==> config.mk <==
export PLATFORM = sky130hd
export DESIGN_NAME = spi_transaction_master
export DESIGN_NICKNAME = d
export VERILOG_FILES = /design/src/rtl/spi_transaction_master_pkg.sv /design/src/rtl/spi_timeout_counter.sv /design/src/rtl/spi_transaction_master.sv
export SDC_FILE = /design/constraint.sdc
export NUM_CORES = 1
export LEC_CHECK = 0
export ABC_AREA = 1
export ABC_CLOCK_PERIOD_IN_PS = 12300
export CORE_UTILIZATION = 57
export DETAILED_ROUTE_END_ITERATION = 8
export GPL_TIMING_DRIVEN = 0
export PLACE_DENSITY = 0.84
export SLEW_MARGIN = 20
export SYNTH_ARGS = -nofsm -noshare
export SYNTH_HDL_FRONTEND = slang
export SYNTH_SLANG_ARGS = --single-unit
==> constraint.sdc <==
create_clock -name i_clock -period 12.3 [get_ports i_clock]
set_clock_uncertainty 0.1 [all_clocks]
set_input_delay 1.845 -clock i_clock [delete_from_list [all_inputs] [get_ports i_clock]]
set_output_delay 1.845 -clock i_clock [all_outputs]
set_load 0.1 [all_outputs]
==> src/rtl/spi_transaction_master_pkg.sv <==
// Shared types and constants for the SPI transaction master and the units it serves.
package spi_transaction_master_pkg;

  typedef enum logic [5:0] {
    S_IDLE     = 6'b000001,
    S_START    = 6'b000010,
    S_TX       = 6'b000100,
    S_WAIT_RSP = 6'b001000,
    S_RX       = 6'b010000,
    S_DONE     = 6'b100000
  } state_t;

  localparam int DefMaxTxBits = 68;
  localparam int DefRxBits    = 32;

  localparam int LenAlu     = 68;
  localparam int LenShifter = 68;
  localparam int LenMult    = 64;

  localparam int SlaveAlu     = 0;
  localparam int SlaveShifter = 1;
  localparam int SlaveMult    = 2;

endpackage

==> src/rtl/spi_timeout_counter.sv <==
// Down-counting watchdog: loaded on clear, expires on the TimeoutCycles-th enabled cycle.
// TimeoutCycles == 0 disables it.
module spi_timeout_counter #(
  parameter int TimeoutCycles = 256
) (
  input  logic i_clock,
  input  logic i_reset,
  input  logic i_clear,
  input  logic i_enable,
  output logic o_expired
);

  if (TimeoutCycles == 0) begin : g_off
    logic w_unused;
    assign w_unused  = ^{i_clock, i_reset, i_clear, i_enable};
    assign o_expired = 1'b0;
  end else begin : g_on
    localparam int CntW = (TimeoutCycles > 1) ? $clog2(TimeoutCycles) : 1;
    localparam logic [CntW-1:0] LoadVal = CntW'(TimeoutCycles - 1);

    logic [CntW-1:0] r_count;

    always_ff @(posedge i_clock or posedge i_reset) begin
      if (i_reset) begin
        r_count <= '0;
      end else if (i_clear) begin
        r_count <= LoadVal;
      end else if (i_enable && (r_count != '0)) begin
        r_count <= r_count - CntW'(1);
      end
    end

    assign o_expired = i_enable && (r_count == '0);
  end

endmodule

==> src/rtl/spi_transaction_master.sv <==
// One-shot SPI request/response engine shared by the serial functional units.
// States: IDLE wait req | START wait slave idle | TX shift packet | WAIT_RSP wait start bit | RX shift reply | DONE pulse result
module spi_transaction_master
  import spi_transaction_master_pkg::*;
#(
  parameter int NumSlaves     = 3,
  parameter int MaxTxBits     = DefMaxTxBits,
  parameter int RxBits        = DefRxBits,
  parameter int TimeoutCycles = 256
) (
  input  logic                           i_clock,
  input  logic                           i_reset,
  input  logic                           i_req_valid,
  output logic                           o_req_ready,
  input  logic [$clog2(NumSlaves)-1:0]   i_req_slave,
  input  logic [MaxTxBits-1:0]           i_req_data,
  input  logic [$clog2(MaxTxBits+1)-1:0] i_req_len,
  output logic                           o_rsp_valid,
  output logic [RxBits-1:0]              o_rsp_data,
  output logic                           o_rsp_error,
  output logic                           o_spi_sclk,
  output logic [NumSlaves-1:0]           o_spi_nss,
  output logic                           o_spi_mosi,
  input  logic                           i_spi_miso
);

  localparam int SlvW = $clog2(NumSlaves);
  localparam int LenW = $clog2(MaxTxBits + 1);
  localparam int CntW = (LenW > $clog2(RxBits)) ? LenW : $clog2(RxBits);
  localparam logic [SlvW-1:0] LastSlave = SlvW'(NumSlaves - 1);
  localparam logic [LenW-1:0] MaxLen    = LenW'(MaxTxBits);
  localparam logic [CntW-1:0] RxLast    = CntW'(RxBits - 1);

  state_t               r_state, w_state_next;
  logic [SlvW-1:0]      r_slave;
  logic [MaxTxBits-1:0] r_data;
  logic [LenW-1:0]      r_len;
  logic [CntW-1:0]      r_bit_cnt;
  logic [RxBits-1:0]    r_rx;
  logic [RxBits-1:0]    r_rsp_data;
  logic                 r_err;

  logic                 w_accept, w_req_bad, w_fail, w_tx_last, w_rx_last, w_to_done;
  logic                 w_tmo_clear, w_tmo_enable, w_tmo_expired;
  logic [NumSlaves-1:0] w_nss_sel;

  assign w_accept     = i_req_valid && o_req_ready;
  assign w_req_bad    = (i_req_len == '0) || (i_req_len > MaxLen) || (i_req_slave > LastSlave);
  assign w_tx_last    = (r_bit_cnt == (CntW'(r_len) - CntW'(1)));
  assign w_rx_last    = (r_bit_cnt == RxLast);
  assign w_to_done    = (w_state_next == S_DONE) && (r_state != S_DONE);
  assign w_tmo_enable = (r_state == S_START) || (r_state == S_WAIT_RSP);
  assign w_tmo_clear  = ((w_state_next == S_START) && (r_state != S_START)) ||
                        ((w_state_next == S_WAIT_RSP) && (r_state != S_WAIT_RSP));
  assign w_nss_sel    = ~(NumSlaves'(1) << r_slave);

  spi_timeout_counter #(
    .TimeoutCycles(TimeoutCycles)
  ) u_timeout (
    .i_clock  (i_clock),
    .i_reset  (i_reset),
    .i_clear  (w_tmo_clear),
    .i_enable (w_tmo_enable),
    .o_expired(w_tmo_expired)
  );

  always_ff @(posedge i_clock or posedge i_reset) begin
    if (i_reset) r_state <= S_IDLE;
    else         r_state <= w_state_next;
  end

  // A slave edge on miso in the expiry cycle still advances the transaction.
  always_comb begin
    w_state_next = r_state;
    w_fail       = 1'b0;
    case (r_state)
      S_IDLE: begin
        if (w_accept) begin
          if (w_req_bad) begin
            w_state_next = S_DONE;
            w_fail       = 1'b1;
          end else begin
            w_state_next = S_START;
          end
        end
      end
      S_START: begin
        if (!i_spi_miso) begin
          w_state_next = S_TX;
        end else if (w_tmo_expired) begin
          w_state_next = S_DONE;
          w_fail       = 1'b1;
        end
      end
      S_TX:     if (w_tx_last) w_state_next = S_WAIT_RSP;
      S_WAIT_RSP: begin
        if (i_spi_miso) begin
          w_state_next = S_RX;
        end else if (w_tmo_expired) begin
          w_state_next = S_DONE;
          w_fail       = 1'b1;
        end
      end
      S_RX:     if (w_rx_last) w_state_next = S_DONE;
      S_DONE:   w_state_next = S_IDLE;
      default:  w_state_next = S_IDLE;
    endcase
  end

  always_comb begin
    o_req_ready = 1'b0;
    o_rsp_valid = 1'b0;
    o_rsp_error = 1'b0;
    o_spi_mosi  = 1'b0;
    o_spi_nss   = '1;
    case (r_state)
      S_IDLE:     o_req_ready = !i_reset;
      S_START: begin
        o_spi_mosi = 1'b1;
        o_spi_nss  = w_nss_sel;
      end
      S_TX: begin
        o_spi_mosi = r_data[0];
        o_spi_nss  = w_nss_sel;
      end
      S_WAIT_RSP: o_spi_nss = w_nss_sel;
      S_RX:       o_spi_nss = w_nss_sel;
      S_DONE: begin
        o_rsp_valid = 1'b1;
        o_rsp_error = r_err;
      end
      default: ;
    endcase
  end

  assign o_rsp_data = r_rsp_data;
  assign o_spi_sclk = i_clock;

  // Packet shifts out LSB first; the reply shifts in from the top so bit 0 lands at index 0.
  always_ff @(posedge i_clock or posedge i_reset) begin
    if (i_reset) begin
      r_slave    <= '0;
      r_data     <= '0;
      r_len      <= '0;
      r_bit_cnt  <= '0;
      r_rx       <= '0;
      r_rsp_data <= '0;
      r_err      <= 1'b0;
    end else begin
      if ((r_state == S_IDLE) && w_accept) begin
        r_slave <= i_req_slave;
        r_data  <= i_req_data;
        r_len   <= i_req_len;
      end else if (r_state == S_TX) begin
        r_data <= r_data >> 1;
      end
      if (((r_state == S_TX) && !w_tx_last) || ((r_state == S_RX) && !w_rx_last)) begin
        r_bit_cnt <= r_bit_cnt + CntW'(1);
      end else begin
        r_bit_cnt <= '0;
      end
      if (r_state == S_RX) begin
        r_rx <= {i_spi_miso, r_rx[RxBits-1:1]};
      end
      if (w_to_done) begin
        r_err      <= w_fail;
        r_rsp_data <= w_fail ? '0 : {i_spi_miso, r_rx[RxBits-1:1]};
      end
    end
  end

endmodule

==> flow_metrics.tcl, run 1 <==
set metrics [dict create \
    dpl.hpwl_microns 10700 \
    syn-instance-count 831 \
    min-delay-path-class "flip-flop to flip-flop" \
    yosysWarnings 0 \
    track_usage_pct 27.2 \
    die_h_microns 114 \
    clk_pin_slew_worst_paths_ns 0.07 \
    dieArea_sq_mm 0.0130 \
    grt_start_max_net_pins 92 \
    routed_via_density 5.15 \
    holdCritStartpoint "r_rx[29]" \
    seq_power_share_pct 43.8 \
    cp_max_fo 2 \
    hold_viol 0 \
    final_util_pct 76.5 \
    finalMaxSlewViolations 0 \
    drc 0 \
    r2r-start "r_state[5]" \
    clk_latency_ns 0.54 \
    gp_congestion 0.809 \
    final_common_cell "nand2_1" \
    outcome "completed" \
    p_leak_nw 4.22 \
    antenna_left 0 \
    cts_resized 0 \
    rr_worst_depth 6 \
    first_pass_iters 5 \
    start_kind "clock port" \
    hold_path_depth 2 \
    rsz0062_at_grt "no" \
    finalSetupViolations 0 \
    placement_rows 40 \
    stdcell_count 1155 \
    post_cts_buffers 0 \
    p_int_w 0.00104 \
    r2r-end "u_timeout.g_on.r_count[2]" \
    worst_pin_slew_ns 1.04 \
    slew-limit-headroom_pct 30.6 \
    overflow 0 \
    synth_nets 916 \
    ys_ff_latch 162 \
    start_util_pct 58.9 \
    p_clk_share_pct 42.7 \
    syn_to_final_growth_pct 29.9 \
    ioPinCount 121 \
    port_buffers 120 \
    holdBufCountCts 0 \
    n_antenna_cell 0 \
    vias 5949 \
    antenna_found_initial 0 \
    dpl-instance-area_sq_mm 0.00858 \
    synth_cell_types 36 \
    whs_endpoint "r_rx[28]" \
    p_sw_w 0.000430 \
    routed_wl_microns 15900 \
    finalSetupTns_ns 0 \
    timing.max_cap.violations 0 \
    drt_iter0_drc 407 \
    cts_tree "built" \
    fin_nets 1059 \
    layout_common_cells "nand2_1, dfrtp_1, clkdlybuf4s50_1, nand3_1, inv_1" \
    design_area_sq_mm 0.00926 \
    powerDensity_mw_per_mm2 159 \
    postSynthAreaPerCell_sq_um 8.58 \
    criticalPathCategory "clock port to output port" \
    coreArea_sq_mm 0.0121 \
    crit_arrival_ns 7.47 \
    layout-drive-gt1-share_pct 8.00 \
    grt_pass1_vias 5824 \
    rrSetupSlack_ns 10.22 \
    wire_per_inst_microns 13.8 \
    p_sw_share_pct 29.2 \
    place_inst 1120 \
    ir_drop_mv 0.174 \
    synthesis.area_sq_mm 0.00713 \
    die_w_microns 114 \
    combPwrFrac_pct 13.5 \
    cp-end-kind "output port" \
    ys_seq_area_share_pct 56.8 \
    required_ns 10.35 \
    grt_pass1_wl_microns 27000 \
]
synth_stat cells:
cell type | n | share of area (%)
nand3_2 | 1 | 0.14
inv_1 | 89 | 4.7
dfrtp_1 | 161 | 56
nand3b_1 | 2 | 0.21
o211ai_1 | 2 | 0.21
or2_1 | 1 | 0.088
mux2i_1 | 2 | 0.28
buf_2 | 19 | 1.3
nand3_1 | 92 | 6.5
nor2_1 | 20 | 1.1
nor3_4 | 1 | 0.23
ha_1 | 4 | 0.70
o21ai_1 | 1 | 0.070
dfstp_2 | 1 | 0.37
o21ai_0 | 46 | 3.2
o22ai_1 | 32 | 2.8
nand4_1 | 6 | 0.53
xor2_1 | 10 | 1.2
and2_1 | 1 | 0.088
nand2_4 | 1 | 0.16
inv_2 | 3 | 0.16
buf_6 | 4 | 0.63
nand2_2 | 2 | 0.18
nor2_4 | 1 | 0.16
xnor2_1 | 4 | 0.49
nand2_1 | 286 | 15
nor4b_1 | 1 | 0.12
o21a_1 | 1 | 0.11
nand3_4 | 1 | 0.25
buf_4 | 1 | 0.11
clkbuf_1 | 14 | 0.74
nor3_1 | 5 | 0.35
nor2_2 | 4 | 0.35
nand4_2 | 1 | 0.18
or2_2 | 2 | 0.18
a21oi_1 | 9 | 0.63
power groups by stage:
stage | registers (W) | clock network, W | logic, W
after floorplan | 0.000659 | 0.0000307 | 0.000124
final | 0.000646 | 0.000629 | 0.000199
after CTS | 0.000646 | 0.000639 | 0.000201
after detailed placement | 0.000653 | 0.0000364 | 0.000199
after global routing | 0.000655 | 0.000662 | 0.000225
after global placement | 0.000651 | 0.0000364 | 0.000191
metrics by stage:
| stage | hold slack [ns] | setup slack, ns | power (W) |
|---|---|---|---|
| floorplan | 0.352 | 3.99 | 0.000813 |
| global placement | 0.359 | 3.15 | 0.000879 |
| detailed placement | 0.370 | 3.15 | 0.000888 |
| CTS | 0.386 | 2.88 | 0.00149 |
| global route | 0.396 | 2.87 | 0.00154 |
| finish | 0.381 | 2.89 | 0.00147 |
logic make-up (layout without fill, tap and decap cells):
logic type,after synthesis,in the layout,share of synthesized area [%]
AND/OR/NAND/NOR,428,428,25.7
buffers and inverters,130,286,7.65
AO/OA/AOI/OAI,91,91,7.05
XOR/XNOR,14,14,1.72
adder cells (fa/ha/maj),4,4,0.702
flip-flops,162,162,56.8
multiplexers,2,2,0.281
metal layers:
layer / part of all wire [%] / wire, microns / global-route usage, % / up-vias
li1: - / - / - / 2937
met1: 45 / 7220 / 35.5 / 2846
met2: 48 / 7580 / 42.4 / 134
met3: 4.7 / 743 / 8.24 / 32
met4: 2.3 / 368 / 12.1 / 0
met5: 0 / 0 / 0 / -
how the worst max path moves through the flow:
stage	start	endpoint	depth (start not counted)
detailed placement	i_clock	o_spi_sclk	2
CTS	i_clock	o_spi_sclk	4
global route	i_clock	o_spi_sclk	4
global placement	i_clock	o_spi_sclk	2
floorplan	i_clock	o_spi_sclk	1
finish	i_clock	o_spi_sclk	4
sequential cells by signal (all words and copies together) (netlist names):
| signal | flops |
|---|---|
| u_timeout.g_on.r_count | 8 |
| r_data | 68 |
| r_rx | 31 |
| r_slave | 2 |
| r_bit_cnt | 7 |
| o_rsp_data | 32 |
| r_state | 6 |
| r_len | 7 |
| r_err | 1 |
cell type report:
type | instances | area (sq um)
sequential | 162 | 4060
fill | 852 | 2850
multi-input combinational | 539 | 2530
timing repair buffer | 120 | 1220
clock buffer | 21 | 510
inverter | 92 | 353
tap | 168 | 210
buffer | 38 | 200
clock inverter | 15 | 184
critical path, stage by stage:
cell	delay (ns)
clkbuf_16	0.12
clkbuf_16	0.13
buf_4	0.12
clkdlybuf4s50_1	0.95
Power figures use the tool's default switching activity.
==> run 2, diff against run 1 <==
--- a/config.mk
+++ b/config.mk
@@ -6,11 +6,11 @@
 export NUM_CORES = 1
 export LEC_CHECK = 0
 export ABC_AREA = 1
-export ABC_CLOCK_PERIOD_IN_PS = 12300
-export CORE_UTILIZATION = 57
+export ABC_CLOCK_PERIOD_IN_PS = 7880
+export CORE_UTILIZATION = 48
 export DETAILED_ROUTE_END_ITERATION = 8
 export GPL_TIMING_DRIVEN = 0
-export PLACE_DENSITY = 0.84
+export PLACE_DENSITY = 0.75
 export SLEW_MARGIN = 20
 export SYNTH_ARGS = -nofsm -noshare
 export SYNTH_HDL_FRONTEND = slang
==> constraint.sdc (replaced) <==
create_clock -name i_clock -period 7.88 [get_ports i_clock]
set_clock_uncertainty 0.1 [all_clocks]
set_input_delay 1.182 -clock i_clock [delete_from_list [all_inputs] [get_ports i_clock]]
set_output_delay 1.182 -clock i_clock [all_outputs]
set_load 0.1 [all_outputs]
==> flow_metrics.tcl, run 2 (synthesized netlist as in run 1, its figures left out) <==
set metrics [dict create \
    outcome "completed" \
    cp_slowest_cell "clkdlybuf4s50_1" \
    start_util_pct 49.1 \
    cp_max_fo 2 \
    r2r-end "o_rsp_data[24]" \
    top_register "r_data" \
    track_usage_pct 21.7 \
    vias 5813 \
    die_h_microns 124 \
    final_common_cell "nand2_1" \
    dpl.hpwl_microns 10600 \
    clk_latency_ns 0.54 \
    combPwrFrac_pct 13.8 \
    finalSetupTns_ns 0 \
    p_int_w 0.00157 \
    first_pass_iters 5 \
    rsz0062_at_grt "no" \
    ir_drop_mv 0.294 \
    crit_chain "clkbuf_16 > clkbuf_16 > buf_4 > clkdlybuf4s50_1" \
    layout_common_cells "nand2_1, dfrtp_1, clkdlybuf4s50_1, nand3_1, inv_1" \
    grt_start_max_net_pins 98 \
    timing.max_cap.violations 0 \
    crit_arrival_ns 5.27 \
    finalSetupViolations 0 \
    grt_pass1_vias 5429 \
    p_sw_w 0.000656 \
    cp_slowest_stage_delay_ns 0.95 \
    regArea_sq_mm 0.00406 \
    seq_power_share_pct 45.2 \
    start_kind "clock port" \
    slew-limit-headroom_pct 31.9 \
    hold_path_depth 2 \
    n_antenna_cell 0 \
    post_cts_buffers 0 \
    powerDensity_mw_per_mm2 241 \
    crit_top_cell "clkbuf_16" \
    gp_congestion 0.795 \
    antenna_left 0 \
    p_sw_share_pct 29.5 \
    finalMaxSlewViolations 0 \
    fin_nets 1059 \
    nFillCells 1249 \
    p_leak_nw 4.21 \
    coreArea_sq_mm 0.0145 \
    routed_wl_microns 15500 \
    drc 0 \
    die_w_microns 124 \
    clk_pin_slew_worst_paths_ns 0.06 \
    grt_pass1_wl_microns 25300 \
    drt_iter0_drc 334 \
    dieArea_sq_mm 0.0154 \
    criticalPathCategory "clock port to output port" \
    rrSetupSlack_ns 5.73 \
    holdCritStartpoint "r_rx[25]" \
    cts_tree "built" \
    syn_to_final_growth_pct 29.5 \
    hold_viol 0 \
    wire_per_inst_microns 13.2 \
    cp-end-kind "output port" \
    cts_resized 0 \
    crit_family "buffers and inverters" \
    routed_via_density 4.96 \
    largest_reg_flops 68 \
    holdBufCountCts 0 \
    ioPinCount 121 \
    path_buf_inv 4 \
    port_buffers 120 \
    min-delay-path-class "flip-flop to flip-flop" \
    placement_rows 44 \
    worst_pin_slew_ns 1.02 \
    p_clk_share_pct 40.9 \
    layout-drive-gt1-share_pct 8.00 \
    rr_worst_depth 9 \
    required_ns 6.60 \
    multi_input_area_sq_mm 0.00253 \
    whs_endpoint "r_rx[24]" \
    antenna_found_initial 0 \
    final_util_pct 63.6 \
    r2r-start "r_bit_cnt[0]" \
    overflow 0 \
]
==> run 2: stage by stage <==
stage	total power [W]	hold slack (ns)	setup WS [ns]	instances	area, sq um
2_1_floorplan	0.00127	0.352	2.22	831	7130
3_3_place_gp	0.00137	0.359	-0.0604	1135	8560
3_5_place_dp	0.00139	0.369	1.60	1136	8600
4_1_cts	0.00225	0.385	1.32	1171	9240
5_1_grt	0.00234	0.394	1.32	1171	9240
6_report	0.00223	0.379	1.33	1171	9240
==> run 2: power groups by stage <==
stage / sequential, W / combinational (W) / clock [W]
final: 0.00101 / 0.000308 / 0.000912
after global routing: 0.00102 / 0.000351 / 0.000967
after global placement: 0.00102 / 0.000300 / 0.0000568
after CTS: 0.00101 / 0.000312 / 0.000931
after detailed placement: 0.00102 / 0.000311 / 0.0000568
after floorplan: 0.00103 / 0.000193 / 0.0000479
==> run 2: routing by layer <==
layer  share of wire (%)  track usage (%)
met1                  47             29.3
met4                 1.9             8.48
met2                  46             32.5
met5                   0                0
met3                 4.8             6.96
==> run 2: how the worst max path moves through the flow <==
stage / to / depth (start not counted) / from / slack [ns]
global route: o_spi_sclk / 4 / i_clock / 1.32
detailed placement: o_spi_sclk / 2 / i_clock / 1.60
CTS: o_spi_sclk / 4 / i_clock / 1.32
finish: o_spi_sclk / 4 / i_clock / 1.33
global placement: o_rsp_data[16] / 2 / i_reset / -0.06
floorplan: o_rsp_data[0] / 1 / i_reset / 2.22
==> run 2: final cells by class <==
cell class                 count  area share, %
inverter                      92           3.82
tap                          184           2.49
sequential                   162           43.9
timing repair buffer         120           13.2
clock inverter                14           1.34
multi-input combinational    539           27.4
clock buffer                  22           5.68
buffer                        38           2.17
==> run 2: worst register-to-register path, delay by kind of cell (launching register included) <==
kind / cells / cell delay, ns
simple gates: 6 / 1.08
compound gates: 1 / 0.08
fa+ha+maj: 1 / 0.20
flops: 1 / 0.40
buf+inv: 1 / 0.17
==> run 3, diff against run 2 <==
--- a/config.mk
+++ b/config.mk
@@ -6,11 +6,11 @@
 export NUM_CORES = 1
 export LEC_CHECK = 0
 export ABC_AREA = 1
-export ABC_CLOCK_PERIOD_IN_PS = 7880
-export CORE_UTILIZATION = 48
+export ABC_CLOCK_PERIOD_IN_PS = 6110
+export CORE_UTILIZATION = 53
 export DETAILED_ROUTE_END_ITERATION = 8
 export GPL_TIMING_DRIVEN = 0
-export PLACE_DENSITY = 0.75
+export PLACE_DENSITY = 0.79
 export SLEW_MARGIN = 20
 export SYNTH_ARGS = -nofsm -noshare
 export SYNTH_HDL_FRONTEND = slang
==> constraint.sdc (replaced) <==
create_clock -name i_clock -period 6.11 [get_ports i_clock]
set_clock_uncertainty 0.1 [all_clocks]
set_input_delay 0.9165 -clock i_clock [delete_from_list [all_inputs] [get_ports i_clock]]
set_output_delay 0.9165 -clock i_clock [all_outputs]
set_load 0.1 [all_outputs]
==> flow_metrics.tcl, run 3 (synthesized netlist as in run 1, its figures left out) <==
set metrics [dict create \
    grt_pass1_vias 5701 \
    crit_top_cell "clkbuf_16" \
    finalSetupViolations 0 \
    cp_slowest_stage_delay_ns 0.95 \
    vias 5958 \
    cts_tree "built" \
    finalSetupTns_ns 0 \
    min-delay-path-class "flip-flop to flip-flop" \
    fin_nets 1059 \
    overflow 0 \
    layout_common_cells "nand2_1, dfrtp_1, clkdlybuf4s50_1, nand3_1, inv_1" \
    final_common_cell "nand2_1" \
    powerDensity_mw_per_mm2 317 \
    routed_wl_microns 16000 \
    antenna_found_initial 0 \
    holdBufCountCts 0 \
    track_usage_pct 24.8 \
    criticalPathCategory "clock port to output port" \
    r2r-end "u_timeout.g_on.r_count[4]" \
    r2r-start "r_state[5]" \
    n_antenna_cell 0 \
    finalMaxSlewViolations 0 \
    crit_arrival_ns 4.38 \
    routed_via_density 5.12 \
    die_h_microns 118 \
    ioPinCount 121 \
    die_w_microns 118 \
    worst_pin_slew_ns 1.04 \
    holdCritStartpoint "r_rx[7]" \
    placement_rows 42 \
    whs_ns 0.382 \
    p_sw_share_pct 29.1 \
    clk_pin_slew_worst_paths_ns 0.07 \
    clk_latency_ns 0.54 \
    crit_chain "clkbuf_16 > clkbuf_16 > buf_4 > clkdlybuf4s50_1" \
    start_kind "clock port" \
    setup.worst_path.end "o_spi_sclk" \
    cp_slowest_cell "clkdlybuf4s50_1" \
    total_power_w 0.00293 \
    p_int_w 0.00208 \
    start_util_pct 54.1 \
    layout-drive-gt1-share_pct 8.00 \
    dpl.hpwl_microns 10800 \
    gp_congestion 0.817 \
    drc 0 \
    antenna_left 0 \
    rsz0062_at_grt "no" \
    cts_resized 0 \
    timing.max_cap.violations 0 \
    required_ns 5.09 \
    grt_start_max_net_pins 92 \
    port_buffers 120 \
    slew-limit-headroom_pct 30.2 \
    syn_to_final_growth_pct 29.8 \
    rrSetupSlack_ns 4.00 \
    p_leak_nw 4.22 \
    first_pass_iters 5 \
    crit_path_start "i_clock" \
    cp_max_fo 2 \
    dieArea_sq_mm 0.0139 \
    coreArea_sq_mm 0.0132 \
    largest_reg_flops 68 \
    top_register "r_data" \
    cp-end-kind "output port" \
    outcome "completed" \
    p_clk_share_pct 42.0 \
    drt_iter0_drc 435 \
    grt_pass1_wl_microns 27100 \
    ir_drop_mv 0.417 \
    seq_power_share_pct 44.3 \
    combPwrFrac_pct 13.7 \
    hold_viol 0 \
    p_sw_w 0.000853 \
    wire_per_inst_microns 13.7 \
    post_cts_buffers 0 \
    rr_worst_depth 6 \
]
## run 3: stage by stage
stage | cell area (sq um) | setup slack [ns] | instances | utilization (%)
5_1_grt | 9260 | 0.715 | 1163 | 70.2
4_1_cts | 9260 | 0.713 | 1163 | 70.2
3_3_place_gp | 8550 | -1.49 | 1127 | 64.9
2_1_floorplan | 7130 | 0.719 | 831 | -
6_report | 9260 | 0.718 | 1163 | 70.2
3_5_place_dp | 8590 | 0.985 | 1128 | 65.1
## run 3: layout make-up
cell class	count	area (sq um)
sequential	162	4060
fill	1037	3930
multi-input combinational	539	2530
timing repair buffer	120	1220
clock buffer	23	538
inverter	92	353
tap	176	220
buffer	38	200
clock inverter	13	140
## run 3: how the worst min path moves through the flow
stage                     cells past startpoint  slack (ns)    endpoint
after detailed placement                      2        0.36    r_rx[21]
after floorplan                               2        0.35  r_data[48]
after global routing                          2        0.40   r_data[1]
after global placement                        2        0.36    r_rx[15]
final                                         2        0.38     r_rx[6]
after CTS                                     2        0.39   r_data[1]
## run 3: power by group through the flow
| stage | Sequential [W] | Combinational, W | Clock (W) |
|---|---|---|---|
| after global routing | 0.00132 | 0.000452 | 0.00129 |
| after floorplan | 0.00133 | 0.000249 | 0.0000618 |
| after detailed placement | 0.00131 | 0.000403 | 0.0000733 |
| after global placement | 0.00131 | 0.000387 | 0.0000733 |
| after CTS | 0.00130 | 0.000406 | 0.00125 |
| final | 0.00130 | 0.000401 | 0.00123 |
## run 3: per-layer routing
metal,vias to the layer above,GRT usage [%],routed length [microns]
li1,2936,-,-
met1,2859,33.8,7300
met2,138,37.6,7590
met3,25,6.10,746
met4,0,10.7,315
met5,-,0,0
## run 3: critical path: cells and delay by family
family | cells | cell delay, ns
buffers and inverters | 4 | 1.32
